## config.mk

```make
export PLATFORM = sky130hd
export DESIGN_NAME = seq_alu
export DESIGN_NICKNAME = d
export VERILOG_FILES = /design/src/rtl/alu_pkg.sv /design/src/rtl/iter_muldiv.sv /design/src/rtl/seq_alu.sv
export SDC_FILE = /design/constraint.sdc
export NUM_CORES = 1
export LEC_CHECK = 0
export ABC_AREA = 1
export BUFFER_PORTS_ARGS = -buffer_cell sky130_fd_sc_hd__buf_4
export CORE_MARGIN = 4
export CORE_UTILIZATION = 43
export CTS_BUF_LIST = sky130_fd_sc_hd__clkbuf_16
export DETAILED_ROUTE_END_ITERATION = 12
export PLACE_DENSITY = 0.68
export SYNTH_ARGS = -nofsm -noshare
export SYNTH_HDL_FRONTEND = slang
export SYNTH_SLANG_ARGS = --single-unit
```

## constraint.sdc

```tcl
create_clock -name clk -period 11.8 [get_ports clk]
set_input_delay 0.59 -clock clk [delete_from_list [all_inputs] [get_ports clk]]
set_output_delay 0.59 -clock clk [all_outputs]
set_load 0.05 [all_outputs]
```

## src/rtl/alu_pkg.sv

```systemverilog
// Shared ALU definitions: opcode encoding, FSM state type and a decode helper.
// Used by the sequential ALU and by the decode stage.
package alu_pkg;

    localparam logic [3:0] OP_ADD  = 4'h0;
    localparam logic [3:0] OP_SUB  = 4'h1;
    localparam logic [3:0] OP_MUL  = 4'h2;
    localparam logic [3:0] OP_DIV  = 4'h3;
    localparam logic [3:0] OP_AND  = 4'h4;
    localparam logic [3:0] OP_OR   = 4'h5;
    localparam logic [3:0] OP_XOR  = 4'h6;
    localparam logic [3:0] OP_NOT  = 4'h7;
    localparam logic [3:0] OP_NAND = 4'h8;
    localparam logic [3:0] OP_NOR  = 4'h9;
    localparam logic [3:0] OP_XNOR = 4'hA;
    localparam logic [3:0] OP_SHL1 = 4'hB;
    localparam logic [3:0] OP_SHR1 = 4'hC;
    localparam logic [3:0] OP_ROL1 = 4'hD;
    localparam logic [3:0] OP_ROR1 = 4'hE;
    localparam logic [3:0] OP_MOD  = 4'hF;

    typedef enum logic [1:0] {
        IDLE = 2'd0,
        MUL  = 2'd1,
        DIV  = 2'd2,
        DONE = 2'd3
    } state_t;

    // DIV/MOD share the restoring divider.
    function automatic logic is_divide_op(input logic [3:0] op);
        return (op == OP_DIV) || (op == OP_MOD);
    endfunction

endpackage

```

## src/rtl/iter_muldiv.sv

```systemverilog
// Iterative multiply / unsigned restoring divide, one bit per cycle.
// Ports:
//   clk, rst      clock, synchronous active-high reset
//   start         load operands and begin WIDTH iterations
//   is_div        1: divide a by b, 0: multiply a by b
//   a, b          unsigned operands (magnitudes for signed division)
//   busy          iterations in progress
//   done          final iteration happens at the coming clock edge
//   prod          2*WIDTH-bit product, quot/rem quotient and remainder
// prod/quot/rem show the value after the iteration in progress, so the
// caller can capture the final answer on the same edge that done is high.
module iter_muldiv #(
    parameter int WIDTH = 32
) (
    input  logic               clk,
    input  logic               rst,
    input  logic               start,
    input  logic               is_div,
    input  logic [WIDTH-1:0]   a,
    input  logic [WIDTH-1:0]   b,
    output logic               busy,
    output logic               done,
    output logic [2*WIDTH-1:0] prod,
    output logic [WIDTH-1:0]   quot,
    output logic [WIDTH-1:0]   rem
);

    localparam int CW = $clog2(WIDTH) + 1;

    logic               r_busy;
    logic               r_is_div;
    logic [CW-1:0]      r_cnt;
    logic [2*WIDTH-1:0] r_acc;
    logic [2*WIDTH-1:0] r_mcand;
    logic [WIDTH-1:0]   r_mplier;
    logic [WIDTH-1:0]   r_quot;
    logic [WIDTH-1:0]   r_rem;
    logic [WIDTH-1:0]   r_divisor;

    logic [2*WIDTH-1:0] w_acc_next;
    logic [WIDTH:0]     w_shift;
    logic [WIDTH:0]     w_trial;
    logic               w_fits;
    logic [WIDTH-1:0]   w_rem_next;
    logic [WIDTH-1:0]   w_quot_next;
    logic               w_last;

    assign w_acc_next  = r_acc + (r_mplier[0] ? r_mcand : '0);

    // Partial remainder < divisor, so the shifted value fits in WIDTH+1 bits
    // and the trial difference's top bit is a clean borrow indicator.
    assign w_shift     = {r_rem, r_quot[WIDTH-1]};
    assign w_trial     = w_shift - {1'b0, r_divisor};
    assign w_fits      = ~w_trial[WIDTH];
    assign w_rem_next  = w_fits ? w_trial[WIDTH-1:0] : w_shift[WIDTH-1:0];
    assign w_quot_next = {r_quot[WIDTH-2:0], w_fits};

    assign w_last = r_busy && (r_cnt == CW'(WIDTH - 1));

    assign busy = r_busy;
    assign done = w_last;
    assign prod = w_acc_next;
    assign quot = w_quot_next;
    assign rem  = w_rem_next;

    always_ff @(posedge clk) begin
        if (rst) begin
            r_busy    <= 1'b0;
            r_is_div  <= 1'b0;
            r_cnt     <= '0;
            r_acc     <= '0;
            r_mcand   <= '0;
            r_mplier  <= '0;
            r_quot    <= '0;
            r_rem     <= '0;
            r_divisor <= '0;
        end else if (start) begin
            r_busy    <= 1'b1;
            r_is_div  <= is_div;
            r_cnt     <= '0;
            r_acc     <= '0;
            r_mcand   <= {{WIDTH{1'b0}}, a};
            r_mplier  <= b;
            r_quot    <= a;
            r_rem     <= '0;
            r_divisor <= b;
        end else if (r_busy) begin
            r_cnt <= r_cnt + CW'(1);
            if (w_last) begin
                r_busy <= 1'b0;
            end
            if (r_is_div) begin
                r_quot <= w_quot_next;
                r_rem  <= w_rem_next;
            end else begin
                r_acc    <= w_acc_next;
                r_mcand  <= r_mcand << 1;
                r_mplier <= r_mplier >> 1;
            end
        end
    end

endmodule

```

## src/rtl/seq_alu.sv

```systemverilog
// Handshaked multi-cycle execute ALU. Simple ops and divide-by-zero finish
// one cycle after acceptance; MUL/DIV/MOD take WIDTH iterations.
// Ports:
//   clk, rst                 clock, synchronous active-high reset
//   in_valid/in_ready        request handshake (ready only when idle)
//   op_a, op_b, ctrl         operands and opcode, latched at acceptance
//   out_valid/out_ready      result handshake
//   result, *_flag           registered result and status flags
module seq_alu
    import alu_pkg::*;
#(
    parameter int WIDTH = 32
) (
    input  logic             clk,
    input  logic             rst,
    input  logic             in_valid,
    output logic             in_ready,
    input  logic [WIDTH-1:0] op_a,
    input  logic [WIDTH-1:0] op_b,
    input  logic [3:0]       ctrl,
    output logic             out_valid,
    input  logic             out_ready,
    output logic [WIDTH-1:0] result,
    output logic             zero_flag,
    output logic             carry_flag,
    output logic             overflow_flag,
    output logic             divzero_flag
);

    localparam logic [WIDTH-1:0] MIN_VAL = {1'b1, {(WIDTH-1){1'b0}}};

    state_t r_state, w_next;

    logic               w_accept, w_start, w_load, w_b_zero, w_iter_state;
    logic [WIDTH-1:0]   w_mag_a, w_mag_b;
    logic               w_busy, w_done;
    logic [2*WIDTH-1:0] w_prod;
    logic [WIDTH-1:0]   w_quot, w_rem;

    logic [3:0]         r_op;
    logic [WIDTH-1:0]   r_a, r_b;
    logic               r_neg;

    logic [WIDTH-1:0]   r_result;
    logic               r_zero, r_carry, r_ovf, r_dz;

    logic [WIDTH:0]     w_sum;
    logic [WIDTH-1:0]   w_res;
    logic               w_carry, w_ovf, w_dz;

    assign w_accept     = (r_state == IDLE) && in_valid;
    assign w_b_zero     = (op_b == '0);
    assign w_start      = w_accept && ((ctrl == OP_MUL) || (is_divide_op(ctrl) && !w_b_zero));
    assign w_iter_state = (r_state == MUL) || (r_state == DIV);
    assign w_load       = (w_accept && !w_start) || (w_iter_state && w_done);

    // Signed DIV runs on magnitudes; MOD and MUL use the raw unsigned values.
    assign w_mag_a = ((ctrl == OP_DIV) && op_a[WIDTH-1]) ? -op_a : op_a;
    assign w_mag_b = ((ctrl == OP_DIV) && op_b[WIDTH-1]) ? -op_b : op_b;

    iter_muldiv #(.WIDTH(WIDTH)) u_iter (
        .clk    (clk),
        .rst    (rst),
        .start  (w_start),
        .is_div (ctrl != OP_MUL),
        .a      (w_mag_a),
        .b      (w_mag_b),
        .busy   (w_busy),
        .done   (w_done),
        .prod   (w_prod),
        .quot   (w_quot),
        .rem    (w_rem)
    );

    always_ff @(posedge clk) begin
        if (rst) begin
            r_state <= IDLE;
        end else begin
            r_state <= w_next;
        end
    end

    always_comb begin
        w_next = r_state;
        case (r_state)
            IDLE: begin
                if (in_valid) begin
                    if (ctrl == OP_MUL) begin
                        w_next = MUL;
                    end else if (is_divide_op(ctrl) && !w_b_zero) begin
                        w_next = DIV;
                    end else begin
                        w_next = DONE;
                    end
                end
            end
            MUL, DIV: begin
                if (w_done) begin
                    w_next = DONE;
                end else if (!w_busy) begin
                    w_next = IDLE;  // datapath lost its op; recover rather than hang
                end
            end
            DONE: begin
                if (out_ready) begin
                    w_next = IDLE;
                end
            end
            default: w_next = IDLE;
        endcase
    end

    // In IDLE this evaluates the incoming request; in MUL/DIV it evaluates
    // the iterative datapath's final answer against the latched operands.
    always_comb begin
        w_sum   = '0;
        w_res   = '0;
        w_carry = 1'b0;
        w_ovf   = 1'b0;
        w_dz    = 1'b0;
        if (r_state == IDLE) begin
            case (ctrl)
                OP_ADD: begin
                    w_sum   = {1'b0, op_a} + {1'b0, op_b};
                    w_res   = w_sum[WIDTH-1:0];
                    w_carry = w_sum[WIDTH];
                    w_ovf   = (op_a[WIDTH-1] == op_b[WIDTH-1]) && (w_res[WIDTH-1] != op_a[WIDTH-1]);
                end
                OP_SUB: begin
                    w_res   = op_a - op_b;
                    w_carry = (op_a < op_b);
                    w_ovf   = (op_a[WIDTH-1] != op_b[WIDTH-1]) && (w_res[WIDTH-1] != op_a[WIDTH-1]);
                end
                OP_DIV: begin
                    w_res = '1;
                    w_dz  = 1'b1;
                end
                OP_MOD:  w_dz = 1'b1;
                OP_AND:  w_res = op_a & op_b;
                OP_OR:   w_res = op_a | op_b;
                OP_XOR:  w_res = op_a ^ op_b;
                OP_NOT:  w_res = ~op_a;
                OP_NAND: w_res = ~(op_a & op_b);
                OP_NOR:  w_res = ~(op_a | op_b);
                OP_XNOR: w_res = ~(op_a ^ op_b);
                OP_SHL1: w_res = {op_a[WIDTH-2:0], 1'b0};
                OP_SHR1: w_res = {1'b0, op_a[WIDTH-1:1]};
                OP_ROL1: w_res = {op_a[WIDTH-2:0], op_a[WIDTH-1]};
                OP_ROR1: w_res = {op_a[0], op_a[WIDTH-1:1]};
                default: w_res = '0;
            endcase
        end else begin
            case (r_op)
                OP_MUL: begin
                    w_res = w_prod[WIDTH-1:0];
                    w_ovf = |w_prod[2*WIDTH-1:WIDTH];
                end
                OP_DIV: begin
                    w_res = r_neg ? -w_quot : w_quot;
                    w_ovf = (r_a == MIN_VAL) && (r_b == '1);
                end
                OP_MOD:  w_res = w_rem;
                default: w_res = '0;
            endcase
        end
    end

    always_ff @(posedge clk) begin
        if (rst) begin
            r_op     <= '0;
            r_a      <= '0;
            r_b      <= '0;
            r_neg    <= 1'b0;
            r_result <= '0;
            r_zero   <= 1'b0;
            r_carry  <= 1'b0;
            r_ovf    <= 1'b0;
            r_dz     <= 1'b0;
        end else begin
            if (w_accept) begin
                r_op  <= ctrl;
                r_a   <= op_a;
                r_b   <= op_b;
                r_neg <= op_a[WIDTH-1] ^ op_b[WIDTH-1];
            end
            if (w_load) begin
                r_result <= w_res;
                r_zero   <= (w_res == '0);
                r_carry  <= w_carry;
                r_ovf    <= w_ovf;
                r_dz     <= w_dz;
            end
        end
    end

    assign in_ready      = (r_state == IDLE);
    assign out_valid     = (r_state == DONE);
    assign result        = r_result;
    assign zero_flag     = r_zero;
    assign carry_flag    = r_carry;
    assign overflow_flag = r_ovf;
    assign divzero_flag  = r_dz;

endmodule

```

==> out/results.ini <==
[placed_design]
dp.final_hpwl_um = 103000
dp.cells = 6051
gp_congestion = 1.01
numPortBuffers = 109

[logic_synthesis]
ys_seq_area_frac = 0.236
yosys_warnings = 0
ys_async_sr_fraction = 0
syn_area_um2 = 31400
synthCells = 5171
yosysUniqueCellTypes = 68
avgSynthCellArea_um2 = 6.08
synth_ff_type = dfxtp_1
synth_edf_count = 0
ys_ff_latch = 371
synth_nets = 5444

[sta]
tns_ns = 0
rsz0062_at_grt = no
clock.fmax_mhz = 192
period_share = 0.442
fin_crit_ns = 5.21
setup_violations = 0
timing.slew.headroom = 0.291
finalHoldViolCount = 0
finClkSkew_ns = 0.0294
slew_viol_final = 0
worst_slew_pin_slew_ns = 1.05

[global_route]
grt_start_max_net_pins = 81
grtUsageTotal = 0.324
grt-ovfl-total = 0
grt_antenna_before_repair = 5
grt_pass1_vias = 33100
grt_pass1_wl_um = 198000

[floorplan]
die_h_um = 278
rows = 98
ios = 110
die_w_um = 278
dieArea_um2 = 77500
core-area_um2 = 72000
start_util = 0.437

[worst_setup_path]
end_kind = flop
worstSetupStartpointType = flop
cp.required_ns = 12.27
cp_slowest_stage_delay_ns = 0.82
worstPathArrival_ns = 5.68
cp_max_fo = 61
cp_cell_sequence = inv_1 > ha_1 > buf_4 > nand2_1 > inv_2 > nand2_4 > inv_4 > nor2_4 > inv_4 > buf_4 > buf_4 > a21oi_1 > o21ai_0 > inv_1
path_class = flop to flop
crit_slowest_cell = inv_2
crit_top_cell = buf_4

[power_and_ir_drop]
power_density_nw_per_um2 = 140
ir_worst_vdd_uv = 114
leakage_nw = 16.1

[clock_network]
cts_setup_buffers = 0
htree_levels = 2
cts_sinks = 371
cts_resized = 0
cts_root_buffer = clkbuf_16
tritoncts = done
cts_max_path_buffers = 3
clk_latency_ns = 0.60
hold_buffers = 0
cts-buffers-inserted = 42
path_clk_slew_ns = 0.07

[detailed_routing]
wire_per_inst_um = 21.5
via_per_inst = 5.76
first_iter_violations = 3980
vias = 35300
routed_wl_um = 132000
drc = 0
ant_nets = 0
dr.pass1.iters = 7

[final_layout]
final_common_cell = nand2_1
area_growth_syn_to_layout_pct = 9.08
final_cells = 6131
final_cell_mix = nand2_1, inv_1, nor2_1
fin_nets = 5418
drive_gt1_frac = 0.0545

[hold_path]
hold_path_class = input port to flop

[run_status]
status = finished clean

[flow_run]
drv_cap = 0

==> final timing paths <==
check	slack, ns	to	depth (start not counted)	startpoint
max	6.59	u_iter.r_rem[1]	14	r_state[0]
max reg2reg	6.59	u_iter.r_rem[1]	14	r_state[0]
min	0.37	r_op[0]	3	ctrl[0]
min reg2reg	0.46	r_a[27]	2	r_a[27]
==> power breakdown <==
part	switching, mW	internal [mW]	leakage (nW)	total [mW]
logic	1.41	0.507	12.4	1.91
registers	0.0891	1.39	3.02	1.48
clock network	0.590	0.821	0.710	1.41
==> per-stage QoR <==
step	utilization	hold WS (ns)	total power [mW]	worst slack (ns)	instance area, µm²
after global routing	0.476	0.370	5.02	6.23	34300
after detailed placement	0.456	0.448	3.36	6.74	32800
after floorplan	-	0.429	2.77	8.05	31400
final	0.476	0.369	4.80	6.59	34300
after global placement	0.456	0.444	3.36	6.85	32800
after CTS	0.476	0.336	4.77	6.69	34300
==> sequential cells by signal, indices dropped and copies added, names as in the netlist <==
register / count
carry_flag: 1
divzero_flag: 1
overflow_flag: 1
r_a: 32
r_b: 32
r_neg: 1
r_op: 4
r_state: 2
result: 32
u_iter.busy: 1
u_iter.r_acc: 64
u_iter.r_cnt: 6
u_iter.r_divisor: 32
u_iter.r_is_div: 1
u_iter.r_mcand: 64
u_iter.r_mplier: 32
u_iter.r_quot: 32
u_iter.r_rem: 32
zero_flag: 1
==> logic make-up after synthesis <==
logic type | after synthesis | share of synthesized area
AND/OR/NAND/NOR | 2349 | 0.316
AO/OA/AOI/OAI | 1170 | 0.214
buffers and inverters | 957 | 0.118
flip-flops | 371 | 0.236
adder cells (fa/ha/maj) | 201 | 0.0810
XOR/XNOR | 122 | 0.0340
multiplexers | 1 | 0.000318
==> routing by layer <==
| metal | wire length, µm | global-route usage | vias up |
|---|---|---|---|
| met5 | 35 | 0 | - |
| met4 | 9400 | 0.192 | 4 |
| met3 | 10600 | 0.0508 | 416 |
| met2 | 58600 | 0.526 | 1693 |
| met1 | 53200 | 0.406 | 16200 |
| li1 | - | - | 17000 |
==> worst max-delay path: cells and delay by family (launching register included) <==
kind                     cells  cell delay (ns)
adder cells (fa/ha/maj)      1             0.13
AND/OR/NAND/NOR              3             1.15
flip-flops                   1             0.33
buffers and inverters        8             3.07
AO/OA/AOI/OAI                2             0.23
==> Yosys cell counts (3+ instances only) <==
cell type	count	area, µm²
o221ai_1	19	166
xor2_1	103	902
nand3b_1	21	158
and3_1	3	18.8
nand3_1	370	1850
inv_1	721	2710
fa_1	4	80.1
a31oi_1	70	438
o22ai_1	51	319
o21ai_1	21	105
nand3_2	4	40.0
a21o_1	12	90.1
nor3_2	11	110
or2_2	11	68.8
buf_6	6	67.6
or2_0	3	18.8
nand2_1	1261	4730
xnor2_1	19	166
inv_2	9	33.8
o21bai_1	26	195
a22o_1	7	61.3
nor3_1	56	280
clkinv_1	6	22.5
nand4_1	55	344
buf_1	23	86.3
buf_2	42	210
clkbuf_1	141	529
o31ai_1	3	22.5
nand2_2	8	50.1
o21ai_0	356	1780
buf_4	6	45.0
a21oi_1	415	2080
o2111ai_1	16	140
dfxtp_1	371	7430
nor4_1	34	213
a2111oi_0	5	43.8
ha_1	197	2460
o211ai_1	107	803
a221oi_1	12	105
o21a_1	11	82.6
a21boi_0	10	75.1
nor2_1	491	1840
or2_1	7	43.8
a211oi_1	16	120
==> cell type report <==
type / count / area, µm²
repair buffers: 149 / 1120
multi-input cells: 3843 / 20300
well taps: 950 / 1190
clock buffers: 43 / 1080
diodes: 4 / 10.0
inverters: 738 / 2780
clock inverters: 33 / 373
flip-flops and latches: 371 / 7430
fillers: 7823 / 37700
No activity file was read; power rests on OpenSTA's default activity.
